File: src/rtl/rvb_crc_arbiter.sv
// rvb_crc_arbiter: round-robin sharing of one rvb_crc between two requesters; an in-order tag FIFO routes results back.
// Define RVB_CRC_ARB_STATS_EN to add the stat_issue0/stat_issue1/stat_stall counters.
module rvb_crc_arbiter #(
   parameter int XLEN  = 32,
   parameter int DEPTH = 4
) (
   input  logic            clock,
   input  logic            reset,
   input  logic            req0_din_valid,
   output logic            req0_din_ready,
   input  logic [XLEN-1:0] req0_din_rs1,
   input  logic [2:0]      req0_din_insn,
   output logic            req0_dout_valid,
   input  logic            req0_dout_ready,
   output logic [XLEN-1:0] req0_dout_rd,
   input  logic            req1_din_valid,
   output logic            req1_din_ready,
   input  logic [XLEN-1:0] req1_din_rs1,
   input  logic [2:0]      req1_din_insn,
   output logic            req1_dout_valid,
   input  logic            req1_dout_ready,
   output logic [XLEN-1:0] req1_dout_rd,
   output logic            crc_din_valid,
   input  logic            crc_din_ready,
   output logic [XLEN-1:0] crc_din_rs1,
   output logic            crc_din_insn20,
   output logic            crc_din_insn21,
   output logic            crc_din_insn23,
   input  logic            crc_dout_valid,
   output logic            crc_dout_ready,
   input  logic [XLEN-1:0] crc_dout_rd
`ifdef RVB_CRC_ARB_STATS_EN
   ,
   output logic [31:0]     stat_issue0,
   output logic [31:0]     stat_issue1,
   output logic [31:0]     stat_stall
`endif
);
   localparam int AW = $clog2(DEPTH);
   localparam int CW = $clog2(DEPTH + 1);

   logic             prio_q, prio_d;
   logic [DEPTH-1:0] tags_q, tags_d;
   logic [AW-1:0]    wr_ptr_q, wr_ptr_d, rd_ptr_q, rd_ptr_d;
   logic [CW-1:0]    count_q, count_d;
   logic             can_issue, sel, push, pop, head, nonempty;
   logic [2:0]       insn;

   // Issue depends only on the registered count, so a same-cycle pop never frees a slot for a push.
   always_comb begin
      can_issue       = !reset && (count_q < CW'(DEPTH));
      sel             = (req0_din_valid && req1_din_valid) ? prio_q : req1_din_valid;
      insn            = sel ? req1_din_insn : req0_din_insn;
      crc_din_valid   = can_issue && (req0_din_valid || req1_din_valid);
      crc_din_rs1     = sel ? req1_din_rs1 : req0_din_rs1;
      crc_din_insn23  = insn[2];
      crc_din_insn21  = insn[1];
      crc_din_insn20  = insn[0];
      req0_din_ready  = can_issue && crc_din_ready && !sel && req0_din_valid;
      req1_din_ready  = can_issue && crc_din_ready && sel && req1_din_valid;
      push            = crc_din_valid && crc_din_ready;
      head            = tags_q[rd_ptr_q];
      nonempty        = !reset && (count_q != '0);
      req0_dout_valid = nonempty && crc_dout_valid && !head;
      req1_dout_valid = nonempty && crc_dout_valid && head;
      req0_dout_rd    = crc_dout_rd;
      req1_dout_rd    = crc_dout_rd;
      crc_dout_ready  = nonempty && (head ? req1_dout_ready : req0_dout_ready);
      pop             = crc_dout_valid && crc_dout_ready;
      tags_d          = tags_q;
      if (push) tags_d[wr_ptr_q] = sel;
      wr_ptr_d        = wr_ptr_q + AW'(push);
      rd_ptr_d        = rd_ptr_q + AW'(pop);
      count_d         = count_q + CW'(push) - CW'(pop);
      prio_d          = push ? !sel : prio_q;
   end

   always_ff @(posedge clock) begin
      if (reset) begin
         prio_q   <= 1'b0;
         tags_q   <= '0;
         wr_ptr_q <= '0;
         rd_ptr_q <= '0;
         count_q  <= '0;
      end else begin
         prio_q   <= prio_d;
         tags_q   <= tags_d;
         wr_ptr_q <= wr_ptr_d;
         rd_ptr_q <= rd_ptr_d;
         count_q  <= count_d;
      end
   end

`ifdef RVB_CRC_ARB_STATS_EN
   logic [31:0] stat_issue0_q, stat_issue0_d, stat_issue1_q, stat_issue1_d, stat_stall_q, stat_stall_d;

   always_comb begin
      stat_issue0_d = stat_issue0_q + 32'(push && !sel);
      stat_issue1_d = stat_issue1_q + 32'(push && sel);
      stat_stall_d  = stat_stall_q + 32'((req0_din_valid || req1_din_valid) && !push);
   end

   always_ff @(posedge clock) begin
      if (reset) begin
         stat_issue0_q <= '0;
         stat_issue1_q <= '0;
         stat_stall_q  <= '0;
      end else begin
         stat_issue0_q <= stat_issue0_d;
         stat_issue1_q <= stat_issue1_d;
         stat_stall_q  <= stat_stall_d;
      end
   end

   assign stat_issue0 = stat_issue0_q;
   assign stat_issue1 = stat_issue1_q;
   assign stat_stall  = stat_stall_q;
`endif
endmodule
File: config.mk
export PLATFORM = sky130hd
export DESIGN_NAME = rvb_crc_arbiter
export DESIGN_NICKNAME = d
export VERILOG_FILES = /design/src/rtl/rvb_crc_arbiter.sv
export SDC_FILE = /design/constraint.sdc
export NUM_CORES = 1
export LEC_CHECK = 0
export ABC_CLOCK_PERIOD_IN_PS = 4300
export CORE_MARGIN = 4
export CORE_UTILIZATION = 27
export DETAILED_ROUTE_END_ITERATION = 12
export GPL_ROUTABILITY_DRIVEN = 0
export PLACE_DENSITY = 0.84
export REMOVE_ABC_BUFFERS = 1
export SLEW_MARGIN = 20
export SYNTH_ARGS = -nofsm -noshare
export SYNTH_HDL_FRONTEND = slang
export SYNTH_SLANG_ARGS = --single-unit
File: constraint.sdc
create_clock -name clock -period 4.3 [get_ports clock]
set_clock_uncertainty 0.05 [all_clocks]
set_input_delay 0.645 -clock clock [delete_from_list [all_inputs] [get_ports clock]]
set_output_delay 0.645 -clock clock [all_outputs]
set_load 0.02 [all_outputs]
* Word level (Yosys, flattened, before mapping)
Cells that the tools add are included.
** Operators by class
- Divide/modulo/power cells :: 0
- Mux-type cells :: 9
- Bitwise operators :: 0
- Reduce and logical (&&, ||, !) cells :: 21
- Shifts and indexed selects :: 0
- Add/sub/neg operators :: 4
- Multipliers :: 0
- Order comparisons :: 4
- Equality and inequality tests :: 0
** Operator list (number)
- $mux W32 :: 1
- $logic_and A1 B1 Y1 :: 16
- $lt A2 B3 Y1 const B :: 2
- $add A2 B1 Y2 :: 2
- $bwmux W4 :: 1
- $mux W1 :: 4
- $add A3 B1 Y3 :: 1
- $logic_not A1 Y1 :: 3
- $lt A3 B3 Y1 const B :: 1
- $mux W3 :: 1
- $reduce_bool A3 Y1 :: 1
- $sub A3 B1 Y3 :: 1
- $bmux W1 S2 :: 1
- $demux W1 S2 :: 1
- $ge A2 B1 Y1 const B :: 1
- $logic_or A1 B1 Y1 :: 1
** Word-level totals
- Bits in latches :: 0
- Bits in registers :: 12
- Output and inout port bits :: 105
- Memory bits (writable) :: 0
- Logic and storage cells :: 43
- Memory bits (read-only) :: 0
- Memories kept :: 0
- Input bits :: 110

* Depth between registers and ports, before layout
Gate-level depths: netlist of the first run.
- Word-level depth :: 6
- Depth in mapped cells :: 8
- Gate-level depth less buffers :: 8

* Least setup slack after synthesis of the first run
OpenSTA, ideal clock, no wires.
- Path kind :: input to output
- From :: in reset
- To :: out req0_din_ready
- Cell stages on the path :: 3
- Path buffers :: 1
- Path slack :: 1.945 ns
- Arrival time :: 1.660 ns
- Required time :: 3.605 ns
- Cells stage by stage :: or3b_1 buf_6 nor3_1
** On the way
- Longest elaborated chain between the ends :: 5
** Ends and longest elaborated chain
- from (decl) :: RTL line 8 : input logic reset,
- $logic_not A1 Y1 :: RTL line 51 : can_issue = !reset && (count_q < CW'(DEPTH));
- $logic_and A1 B1 Y1 :: RTL line 51
- $logic_and A1 B1 Y1 (3 in series) :: RTL line 59 : req0_din_ready = can_issue && crc_din_ready && !sel && req0_din_valid;
- to (decl) :: RTL line 10 : output logic req0_din_ready,
No other way between the ends.

* Final worst setup path of the first run
- From :: in req0_din_valid
- To :: out crc_din_rs1[19]
** On the way
- Longest elaborated chain between the ends :: 3
** Ends and longest elaborated chain
- from (decl) :: RTL line 9 : input logic req0_din_valid,
- $logic_and A1 B1 Y1 :: RTL line 52 : sel = (req0_din_valid && req1_din_valid) ? prio_q : req1_din_valid;
- $mux W1 :: RTL line 52
- $mux W32 :: RTL line 55 : crc_din_rs1 = sel ? req1_din_rs1 : req0_din_rs1;
- to (decl) :: RTL line 25 : output logic [XLEN-1:0] crc_din_rs1,
No other way between the ends.

==> results of run 1 <==
## layout by cell type (no fill, tap or decap), types with 2 or more instances in the layout
| cell | synthesis | final |
|---|---|---|
| xnor2_1 | 3 | 3 |
| mux2i_1 | 8 | 8 |
| nor3_1 | 2 | 2 |
| clkdlybuf4s50_1 | 0 | 118 |
| ha_1 | 2 | 2 |
| buf_4 | 64 | 3 |
| dfxtp_1 | 12 | 12 |
| nand2_1 | 108 | 108 |
| inv_1 | 4 | 4 |
| nor2b_1 | 6 | 6 |
| a21oi_1 | 3 | 3 |
| clkbuf_8 | 0 | 3 |
| nor2_1 | 8 | 8 |
| nor4b_2 | 2 | 2 |
## per-layer routing
layer	vias up	track usage, %
li1	830	-
met1	810	19.5
met2	127	25.8
met3	8	15.0
met4	2	4.75
met5	-	14.7
## cell type report
type	instances	area, um^2
clock buffer	3	41.3
inverter	5	18.8
sequential	12	240
timing repair buffer	121	1200
fill	547	3210
tap	72	90.1
multi-input combinational	163	835
## registers in the layout, indices dropped and copies added, names as in the netlist
signal    cells
tags_q        4
prio_q        1
wr_ptr_q      2
count_q       3
rd_ptr_q      2
## metrics by stage
step / util [%] / worst slack (ns) / hold slack, ns
detailed placement: 42.3 / 0.981 / 0.446
CTS: 43.0 / 0.982 / 0.464
floorplan: - / 1.42 / 0.410
global placement: 42.3 / 1.08 / 0.459
global route: 43.0 / 0.875 / 0.508
finish: 43.0 / 1.00 / 0.450
## cells by family after synthesis
logic type / synth area share (%)
buffers and inverters: 33.6
xor gates and xnor gates: 2.17
and+or+nand+nor: 35.8
DFF: 14.9
adders and majority gates: 2.79
muxes: 5.66
AOI/OAI and AO/OA: 5.04
## power by group
group,total [mW],switching (mW),internal (mW)
Combinational,0.337,0.156,0.181
Sequential,0.141,0.0159,0.126
Clock,0.0992,0.0377,0.0614
## cells in the mapped netlist (3+ instances only)
cell type / number / area share, %
nor2_1: 8 / 1.9
nor2b_1: 6 / 2.3
inv_1: 4 / 0.93
dfxtp_1: 12 / 15
mux2i_1: 8 / 5.0
a21oi_1: 3 / 0.93
nand2_1: 108 / 25
buf_4: 64 / 30
xnor2_1: 3 / 1.6
clkbuf_1: 7 / 1.6
## worst max-delay path by stage
stage                                 end  slack [ns]  depth (start not counted)
after global placement    crc_din_rs1[24]        1.08                          6
final                     crc_din_rs1[19]        1.00                          7
after global routing      crc_din_rs1[31]        0.88                          6
after floorplan            req1_din_ready        1.42                          3
after detailed placement  crc_din_rs1[31]        0.98                          6
after CTS                 crc_din_rs1[31]        0.98                          6
## tightest hold or removal path, stage by stage (launching register included)
cell and delay, ns:
dfxtp_1 0.32, mux2i_1 0.07, nor2_1 0.07
==> results.yml, run 1 <==
outcome:
  status: "completed"
clock_network:
  ctsResizeCount: 0
  cts_sinks: 12
  insertion_delay_ns: 0.24
  root_buffer: "clkbuf_8"
  htree_levels: 1
  clk_pin_slew_ns: 0.05
  cts_tree: "yes"
  postCtsHoldBufs: 0
  post_cts_buffers: 0
  clockBufferDepth: 2
  cts_made_buffers: 3
power:
  cellLeakagePower_nw: 1.07
  pwr_density_cell_nw_per_um2: 238
  power_mw: 0.578
  vdd.ir_drop.worst_mv: 0.122
setup_path:
  required_ns: 3.61
  cp_slowest_stage_delay_ns: 0.63
  worstSetupPathType: "in -> out"
  path_max_fanout: 36
  crit_path_top_delay_cell: "clkdlybuf4s50_1"
  cp-start-kind: "input port"
  cp_top_family: "buffers and inverters"
  r2r_cells: 7
  startpoint: "req0_din_valid"
  r2r-start: "rd_ptr_q[1]"
  worstReg2RegEnd: "count_q[1]"
  critPathBufInv: 4
  reg2reg_slack_ns: 1.87
  crit_arrival_ns: 2.60
  critPathCaptureType: "primary output"
  crit_chain: "clkdlybuf4s50_1 -> inv_2 -> o21a_1 -> buf_4 -> nand2_1 -> nand2_1 -> clkdlybuf4s50_1"
logic_synthesis:
  seq_area_frac_synth_pct: 14.9
  synth-edff-count: 0
  ys_types: 36
  syn_avg_cell_area_um2: 6.37
  synth_area_um2: 1610
  ys.flop_type: "dfxtp_1"
  synth_cells: 253
  ys_seq_elements: 12
  yosysWarnings: 0
  async_flop_share_pct: 0
grt:
  grt_pass1_wl_um: 10300
  grt_max_degree: 37
  antenna_found_initial: 0
  grt_pass1_vias: 1834
  grtUsageTotal_pct: 18.2
  grt_overflow: 0
sta:
  hold_viol: 0
  period_needed_ns: 3.30
  fin_tns_setup_ns: 0
  tightest_slew_ns: 0.495
  rsz0062_at_grt: "no"
  final-max-slew-violation-count: 0
  slew_headroom_pct: 66.9
  layout_worst_path_cycle_share_pct: 76.7
  fmax_ghz: 0.303
  setup_viol: 0
cells_and_area:
  finalInstanceArea_um2: 2430
  drive_gt1_share_pct: 4.61
  final_nets: 419
  syn_to_final_growth_pct: 50.6
  stdcell_count: 376
  insertedDiodeCount: 0
floorplanning:
  die_height_um: 85.3
  die_area_um2: 7270
  start_util_pct: 28.6
  top_level_ports: 215
  die_w_um: 85.3
  rows: 27
  core_area_um2: 5640
route:
  drc: 0
  vias: 1777
  wirelength_um: 7030
  wl_met2_um: 2970
  dr.max_layer_used: "met5"
  drt_iter0_markers: 63
  met3WireLength_um: 1230
  wl_met1_um: 2710
  first_pass_iters: 4
  wire_per_inst_um: 18.7
  vias_per_cell: 4.73
  ant_nets: 0
min_path:
  hold_depth: 2
  hold_class: "reg -> reg"
  min_from: "tags_q[2]"
  whs_endpoint: "tags_q[2]"
placed_design:
  place_hpwl_um: 5920
  place_area_um2: 2390
  placed_cells: 373
  port_buffers: 118
flow_run:
  drv_cap: 0
Power figures use the tool's default switching activity.
==> inputs of run 2 (changes only) <==
- ABC_CLOCK_PERIOD_IN_PS: 4300 -> 3100
- CORE_UTILIZATION: 27 -> 25
- PLACE_DENSITY: 0.84 -> 0.78
- clock period: 4.3 -> 3.1 ns (I/O delays scaled with it)
==> run 2 against run 1 <==
  * Wire length decreased by 1.1%
  * Sequential share of layout area is 0.13 points lower
  * Final cell count up 1.3%
  * Worst hold slack better by 0.017 ns
  * Global-route usage fell by 2.4 points
  * Via count down 3.7%
  * Non-clock buffer count is the same
  * Die area grew 7.2%
  * Clock power up 39%
==> results.yml, run 2 (synthesized netlist as in run 1, its figures left out) <==
cells_and_area:
  syn_to_final_growth_pct: 52.5
  top_register: "tags_q"
  drive_gt1_share_pct: 4.61
  nFillCells: 668
  insertedDiodeCount: 0
  largest_register_ffs: 4
  stdcell_count: 381
  final_nets: 419
  top_regs: "tags_q x4, count_q x3"
  final_cell_mix: "118 x clkdlybuf4s50_1, 108 x nand2_1, 12 x dfxtp_1"
  layout.cells.most_common: "clkdlybuf4s50_1"
setup_path:
  cp-start-kind: "input port"
  reg2reg_slack_ns: 0.69
  crit_path_end: "crc_din_rs1[21]"
  path_max_fanout: 36
  r2r-start: "rd_ptr_q[1]"
  required_ns: 2.58
  critPathCaptureType: "primary output"
  r2r_cells: 8
  crit_arrival_ns: 2.30
  startpoint: "req1_din_valid"
  worstReg2RegEnd: "count_q[2]"
  worstSetupPathType: "in -> out"
sta:
  setup_viol: 0
  slew_headroom_pct: 66.0
  rsz0062_at_grt: "no"
  hold_viol: 0
  fmax_ghz: 0.356
  layout_worst_path_cycle_share_pct: 90.6
  final-max-slew-violation-count: 0
  tightest_slew_ns: 0.508
  period_needed_ns: 2.81
  fin_tns_setup_ns: 0
floorplanning:
  die_height_um: 88.3
  die_w_um: 88.3
  start_util_pct: 25.5
  rows: 29
  top_level_ports: 215
  die_area_um2: 7800
  core_area_um2: 6310
clock_network:
  postCtsHoldBufs: 0
  cts_sinks: 12
  ctsResizeCount: 0
  post_cts_buffers: 0
  clockBufferDepth: 2
  root_buffer: "clkbuf_8"
  clk_pin_slew_ns: 0.05
  htree_levels: 1
  insertion_delay_ns: 0.24
  cts_tree: "yes"
  cts_made_buffers: 3
grt:
  grt_pass1_vias: 1600
  antenna_found_initial: 0
  grt_overflow: 0
  grt_max_degree: 37
  grtUsageTotal_pct: 15.8
  grt_pass1_wl_um: 9150
route:
  vias: 1711
  first_pass_iters: 4
  wirelength_um: 6960
  drt_iter0_markers: 49
  ant_nets: 0
  wire_per_inst_um: 18.3
  vias_per_cell: 4.49
  drc: 0
min_path:
  min_from: "tags_q[1]"
  hold_depth: 2
  hold_class: "reg -> reg"
placed_design:
  place_hpwl_um: 5740
  placed_cells: 378
  port_buffers: 118
flow_run:
  drv_cap: 0
power:
  pwr_density_cell_nw_per_um2: 330
  p_int_mw: 0.517
  swShare_pct: 36.3
  p_sw_mw: 0.295
  cellLeakagePower_nw: 1.07
  seqPwrFrac_pct: 24.5
  pwr-share-clk_pct: 17.0
  vdd.ir_drop.worst_mv: 0.203
  comb_power_share_pct: 58.5
outcome:
  status: "completed"
==> run 2: metrics by stage <==
step | area (um^2) | hold slack (ns) | power [mW] | worst slack [ns] | util (%)
5_1_grt | 2460 | 0.491 | 0.865 | 0.149 | 39.0
3_3_place_gp | 2420 | 0.433 | 0.670 | 0.294 | 38.3
4_1_cts | 2460 | 0.467 | 0.822 | 0.276 | 39.0
3_5_place_dp | 2420 | 0.446 | 0.678 | 0.288 | 38.3
6_report | 2460 | 0.467 | 0.811 | 0.290 | 39.0
2_1_floorplan | 1090 | 0.410 | 0.420 | 0.578 | -
==> run 2: cell type report <==
type | instances | area [um^2] | area share, %
Clock buffer | 3 | 41.3 | 1.68
Multi-Input combinational cell | 163 | 835 | 33.9
Tap cell | 77 | 96.3 | 3.92
Sequential cell | 12 | 240 | 9.77
Timing Repair Buffer | 121 | 1230 | 49.9
Inverter | 5 | 18.8 | 0.763
==> run 2: worst max-delay path, stage by stage <==
cell and delay (ns):
clkdlybuf4s50_1 0.54, o21a_1 0.29, buf_12 0.23, nand2_1 0.07, nand2_1 0.08, clkdlybuf4s50_1 0.61
==> run 2: routing by layer <==
metal | global-route usage [%] | share of wire, % | vias up
met2 | 19.0 | 41 | 106
met4 | 3.98 | 0.73 | 0
met1 | 20.2 | 42 | 771
met5 | 10.4 | 0 | -
li1 | - | - | 828
met3 | 12.8 | 17 | 6
==> run 2: worst min path at each step <==
stage / endpoint / slack, ns
4_1_cts: tags_q[1] / 0.47
5_1_grt: tags_q[2] / 0.49
2_1_floorplan: tags_q[0] / 0.41
3_5_place_dp: tags_q[1] / 0.45
3_3_place_gp: tags_q[1] / 0.43
6_report: tags_q[1] / 0.47
==> run 2: power by group through the flow <==
| stage | clock network [mW] | logic (mW) | registers, mW |
|---|---|---|---|
| 4_1_cts | 0.144 | 0.480 | 0.197 |
| 2_1_floorplan | 0 | 0.227 | 0.193 |
| 3_3_place_gp | 0 | 0.470 | 0.200 |
| 5_1_grt | 0.151 | 0.514 | 0.200 |
| 6_report | 0.138 | 0.475 | 0.198 |
| 3_5_place_dp | 0 | 0.477 | 0.201 |
